===== src/rtl/mem_bus_arbiter_pkg.sv =====
// Shared types and constants for the two-requester memory bus arbiter.
// Optional build macro ARB_ROUND_ROBIN_EN selects round-robin over fixed D-over-I priority.
package mem_bus_arbiter_pkg;

  localparam int MBUS_ADDR_W = 64;
  localparam int MBUS_DATA_W = 64;
  localparam int MBUS_STRB_W = MBUS_DATA_W / 8;

  // Instruction fetches are always 32-bit accesses
  localparam logic [2:0] MSIZE4 = 3'b010;

  typedef enum logic [1:0] {
    ST_IDLE,
    ST_ADDR,
    ST_DATA
  } arb_state_t;

  typedef enum logic [1:0] {
    GNT_NONE,
    GNT_I,
    GNT_D
  } grant_t;

  typedef struct packed {
    logic                   valid;
    logic [MBUS_ADDR_W-1:0] addr;
    logic [2:0]             size;
    logic [MBUS_STRB_W-1:0] strobe;
    logic [MBUS_DATA_W-1:0] data;
  } mbus_req_t;

  typedef struct packed {
    logic                   addr_ok;
    logic                   data_ok;
    logic [MBUS_DATA_W-1:0] data;
  } mbus_resp_t;

endpackage


===== src/rtl/mem_bus_arbiter_arb_picker.sv =====
// Combinational winner select between the I and D requesters.
// With ARB_ROUND_ROBIN_EN defined, contention goes to whichever side was not granted last.
module arb_picker
  import mem_bus_arbiter_pkg::*;
(
  input  logic   i_instValid,
  input  logic   i_dataValid,
`ifdef ARB_ROUND_ROBIN_EN
  input  grant_t i_lastGrant,
`endif
  output grant_t o_winner
);

  always_comb begin
    o_winner = GNT_NONE;
    if (i_instValid && i_dataValid) begin
`ifdef ARB_ROUND_ROBIN_EN
      o_winner = (i_lastGrant == GNT_D) ? GNT_I : GNT_D;
`else
      o_winner = GNT_D;
`endif
    end else if (i_dataValid) begin
      o_winner = GNT_D;
    end else if (i_instValid) begin
      o_winner = GNT_I;
    end
  end

endmodule


===== src/rtl/mem_bus_arbiter.sv =====
// Shares one valid/addr_ok/data_ok memory bus between instruction fetch (I) and load/store (D).
// Build macro ARB_ROUND_ROBIN_EN enables round-robin arbitration; default is fixed D-over-I.
module mem_bus_arbiter
  import mem_bus_arbiter_pkg::*;
#(
  parameter int ADDR_W = MBUS_ADDR_W,
  parameter int DATA_W = MBUS_DATA_W
) (
  input  logic                clk,
  input  logic                rst,
  input  logic                i_valid,
  input  logic [ADDR_W-1:0]   i_addr,
  output logic                i_addr_ok,
  output logic                i_data_ok,
  output logic [DATA_W-1:0]   i_data,
  input  logic                d_valid,
  input  logic [ADDR_W-1:0]   d_addr,
  input  logic [2:0]          d_size,
  input  logic [DATA_W/8-1:0] d_strobe,
  input  logic [DATA_W-1:0]   d_wdata,
  output logic                d_addr_ok,
  output logic                d_data_ok,
  output logic [DATA_W-1:0]   d_data,
  output logic                m_valid,
  output logic [ADDR_W-1:0]   m_addr,
  output logic [2:0]          m_size,
  output logic [DATA_W/8-1:0] m_strobe,
  output logic [DATA_W-1:0]   m_wdata,
  input  logic                m_addr_ok,
  input  logic                m_data_ok,
  input  logic [DATA_W-1:0]   m_data
);

  arb_state_t r_state;
  arb_state_t w_nextState;
  grant_t     r_grant;
  grant_t     w_winner;
  mbus_req_t  r_req;
  mbus_resp_t w_mResp;
  logic       w_mValid;
  logic       w_addrOk;
  logic       w_dataOk;

  assign w_mResp = '{addr_ok: m_addr_ok, data_ok: m_data_ok, data: m_data};

`ifdef ARB_ROUND_ROBIN_EN
  grant_t r_lastGrant;

  always_ff @(posedge clk) begin
    if (rst) begin
      r_lastGrant <= GNT_I;
    end else if (r_state == ST_IDLE && w_winner != GNT_NONE) begin
      r_lastGrant <= w_winner;
    end
  end
`endif

  arb_picker u_picker (
    .i_instValid (i_valid),
    .i_dataValid (d_valid),
`ifdef ARB_ROUND_ROBIN_EN
    .i_lastGrant (r_lastGrant),
`endif
    .o_winner    (w_winner)
  );

  // Requester fields are captured only at grant, so later changes on the ports are ignored
  always_ff @(posedge clk) begin
    if (rst) begin
      r_state <= ST_IDLE;
      r_grant <= GNT_NONE;
      r_req   <= '0;
    end else begin
      r_state <= w_nextState;
      if (r_state == ST_IDLE) begin
        r_grant <= w_winner;
        if (w_winner == GNT_D) begin
          r_req <= '{valid: 1'b1, addr: d_addr, size: d_size, strobe: d_strobe, data: d_wdata};
        end else if (w_winner == GNT_I) begin
          r_req <= '{valid: 1'b1, addr: i_addr, size: MSIZE4, strobe: '0, data: '0};
        end
      end
    end
  end

  always_comb begin
    w_nextState = r_state;
    w_mValid    = 1'b0;
    w_addrOk    = 1'b0;
    w_dataOk    = 1'b0;
    case (r_state)
      ST_IDLE: begin
        if (w_winner != GNT_NONE) w_nextState = ST_ADDR;
      end
      ST_ADDR: begin
        w_mValid = r_req.valid;
        if (w_mResp.addr_ok) begin
          w_addrOk = 1'b1;
          if (w_mResp.data_ok) begin
            w_dataOk    = 1'b1;
            w_nextState = ST_IDLE;
          end else begin
            w_nextState = ST_DATA;
          end
        end
      end
      ST_DATA: begin
        if (w_mResp.data_ok) begin
          w_dataOk    = 1'b1;
          w_nextState = ST_IDLE;
        end
      end
      default: w_nextState = ST_IDLE;
    endcase
  end

  // Everything is forced quiet while rst is high so an aborted transaction emits no pulses
  assign m_valid   = w_mValid && !rst;
  assign m_addr    = m_valid ? r_req.addr   : '0;
  assign m_size    = m_valid ? r_req.size   : '0;
  assign m_strobe  = m_valid ? r_req.strobe : '0;
  assign m_wdata   = m_valid ? r_req.data   : '0;

  assign i_addr_ok = w_addrOk && (r_grant == GNT_I) && !rst;
  assign i_data_ok = w_dataOk && (r_grant == GNT_I) && !rst;
  assign d_addr_ok = w_addrOk && (r_grant == GNT_D) && !rst;
  assign d_data_ok = w_dataOk && (r_grant == GNT_D) && !rst;
  assign i_data    = i_data_ok ? w_mResp.data : '0;
  assign d_data    = d_data_ok ? w_mResp.data : '0;

endmodule


===== config.mk =====
export PLATFORM = sky130hd
export DESIGN_NAME = mem_bus_arbiter
export DESIGN_NICKNAME = d
export VERILOG_FILES = /design/src/rtl/mem_bus_arbiter_pkg.sv /design/src/rtl/mem_bus_arbiter_arb_picker.sv /design/src/rtl/mem_bus_arbiter.sv
export SDC_FILE = /design/constraint.sdc
export NUM_CORES = 1
export LEC_CHECK = 0
export CAP_MARGIN = 25
export CORE_AREA = 4 4 210 212
export CTS_CLUSTER_SIZE = 14
export DETAILED_ROUTE_END_ITERATION = 10
export DIE_AREA = 0 0 214 216
export GPL_TIMING_DRIVEN = 0
export PLACE_DENSITY_LB_ADDON = 0.1
export SLEW_MARGIN = 30
export SYNTH_ARGS = -nofsm -noshare
export SYNTH_HDL_FRONTEND = slang
export SYNTH_SLANG_ARGS = --single-unit

===== constraint.sdc =====
create_clock -name clk -period 5.8 [get_ports clk]
set_clock_uncertainty 0.15 [all_clocks]
set_input_delay 1.74 -clock clk [delete_from_list [all_inputs] [get_ports clk]]
set_output_delay 1.74 -clock clk [all_outputs]
set_load 0.02 [all_outputs]

==> flow_summary.toml <==
[status]
status = "complete, no violations"

[route]
dr.pass1.iters = 7
ant_nets = 0
vias = 8149
drc_errors = 0
via_per_inst = 4.10
wl_um = 38800
drt_iter0_drc = 305
wire_per_inst_um = 19.5

[min_path]
hold_class = "flip-flop to flip-flop"
hold_start = "r_grant[0]"
whs_endpoint = "r_grant[0]"
hold_path_depth = 2

[sta]
worst_slack_ns = 0.0955
setup_viol = 0
holdWs_ns = 0.332
max-slew-margin-rel = 0.500
tightest_slew_ns = 0.750
fmax_mhz = 175
fin_crit_sh = 0.984
hold_violations = 0
finalMaxSlewViolations = 0
tns_ns = 0
grt_setup_unrepaired = "yes"
layout_min_cycle_time_ns = 5.70

[global_routing]
grt.overflow.total = 0
antenna_found_initial = 6
grt_max_degree = 17
grt_use_total = 0.161
grt_pass1_vias = 8168
grt_pass1_wl_um = 55500

[layout]
synthToLayoutAreaGrowth_pct = 90.5
num_antenna_cells = 0
drive_gt1_frac = 0.0683
instances_no_fill = 1988
final_common_cell = "clkdlybuf4s50_1"
final_cell_mix = "clkdlybuf4s50_1, and2_1, nor2_1, dfxtp_1, dlygate4sd2_1"
fin_nets = 1712
fillerInstances = 4517

[placed_design]
io_buffers = 543
pre_cts_ws_ns = -0.780
hpwl_um = 31900
gp_congestion = 0.784
dp_cells = 1956

[clocking]
h-tree-depth = 4
cts_buffers = 17
root_buffer = "clkbuf_16"
clock_sinks = 144
cts_buffer_depth = 2
cts.clk_slew.worst_paths_ns = 0.06
cts_hold_buffers = 0
cts_setup_buffers = 0
cts_tree = "built"
clk_latency_ns = 0.43

[worst_setup_path]
path_cells = "clkdlybuf4s50_1, or3b_1, nor3_2, buf_4, and2_1, clkdlybuf4s50_1"
rrSetupSlack_ns = 3.69
r2r_start = "r_state[1]"
crit_top_cell = "clkdlybuf4s50_1"
rr_worst_depth = 7
worstPathArrival_ns = 3.81
worstReg2RegEnd = "r_req[134]"
max_stage_delay_ns = 0.59
crit_required_ns = 3.91
cp-startpoint = "rst"
crit_family = "buffers and inverters"
end_kind = "output pin"
startpoint_type = "input port"
crit_slowest_cell = "clkdlybuf4s50_1"
path_class = "input port to output pin"
crit_buf_inv = 3
cp_max_fo = 10

[pwr]
clkPwrFrac = 0.368
p_leak_nw = 6.38
powerDensity_nw_per_um2 = 218
switchingPower_mw = 0.927
power_frac_seq = 0.382
power_frac_comb = 0.249
p_sw_frac = 0.302
p_int_mw = 2.14
design_power_total_mw = 3.07
max-vdd-ir-drop_v = 0.000196

[logic_synthesis]
syn-num-nets = 1150
synthArstFlopShare = 0
yosysUniqueCellTypes = 25
ys_ff_latch = 144
synthFlopType = "dfxtp_1"
yosysWarnings = 0
yosysSeqAreaShare = 0.390
synthTopCellsByArea = "dfxtp_1, and2_1, mux2i_1"
synth_top_area_share = 0.390
synthCells = 874
syn_area_um2 = 7390
avgSynthCellArea_um2 = 8.45
synth_enable_flop_cells = 0
yosysTopAreaCell = "dfxtp_1"

[floorplan]
core_region_area_um2 = 41900
die_w_um = 214
die_area_um2 = 46200
io_pins = 545
die_h_um = 216
num_rows = 75
start_util = 0.176

[run]
max_cap_violations = 0
[kinds of logic (layout without fill, tap and decap cells)]
family                     Yosys count  count (layout)  share of synthesized area
AOI/OAI and AO/OA                  145             145                      0.146
adders and majority gates            3               3                    0.00508
buffers and inverters               87             662                     0.0550
DFF                                144             144                      0.390
muxes                               65              65                     0.0881
and+or+nand+nor                    430             430                      0.316
[routing by layer]
layer | up-vias | wire [µm] | GRT usage | part of all wire
li1 | 4063 | - | - | -
met1 | 3729 | 13800 | 0.159 | 0.35
met5 | - | 51 | 0 | 0.0013
met4 | 8 | 660 | 0.0393 | 0.017
met2 | 316 | 21300 | 0.316 | 0.55
met3 | 33 | 3060 | 0.0608 | 0.079
[stage by stage]
step | area, µm² | utilization
2_1_floorplan | 7390 | -
6_report | 14100 | 0.335
4_1_cts | 14000 | 0.334
3_5_place_dp | 13500 | 0.322
3_3_place_gp | 13500 | 0.322
5_1_grt | 14100 | 0.335
[synthesized netlist by cell type, types with 3 or more instances]
master	instances
a211oi_1	64
a21oi_1	3
a22oi_1	74
and2_1	268
buf_2	43
buf_4	5
clkbuf_1	34
dfxtp_1	144
ha_1	3
inv_1	4
mux2i_1	65
nand2_1	4
nand2b_1	5
nor2_1	145
[how the worst max path moves through the flow]
stage	to	slack, ns	cells past startpoint
2_1_floorplan	d_data[10]	1.14	5
3_3_place_gp	m_size[1]	-0.82	6
3_5_place_dp	m_size[1]	-0.78	6
4_1_cts	m_wdata[4]	0.001	6
5_1_grt	i_data[54]	-0.02	6
6_report	d_data[1]	0.1	6
[cell type report]
class,instances,area [µm²],share of cell area
clock inverters,14,153,0.0108
plain buffers,83,434,0.0309
well taps,539,674,0.0479
inverters,4,15.0,0.00107
clock buffers,18,439,0.0312
multi-input cells,643,4110,0.292
flip-flops and latches,144,2880,0.205
repair buffers,543,5370,0.381
[what timing repair did]
action / in CTS / in global routing
hold endpoints to repair: 0 / 0
endpoints found under the setup margin: 225 / 93
pin swaps: 0 / 0
gates cloned: 0 / 0
gates resized for setup: 127 / 51
[worst register-to-register path, cell delays in order (launching register included)]
cell and delay [ns]:
dfxtp_1 0.33, inv_1 0.08, ha_1 0.33, o21a_1 0.30, buf_2 0.29, buf_2 0.27, nor2_1 0.07, a211oi_1 0.22
[flip-flops by register name (all words and copies together), names as in the netlist]
name     count
r_req      140
r_grant      2
r_state      2
[power by group through the flow]
stage | registers [mW] | logic [mW] | clock network (mW)
floorplan | 1.18 | 0.404 | 0
global placement | 1.19 | 0.774 | 0
detailed placement | 1.20 | 0.777 | 0
CTS | 1.17 | 0.781 | 1.17
global route | 1.19 | 0.850 | 1.21
finish | 1.17 | 0.765 | 1.13
Power figures use the tool's default switching activity.
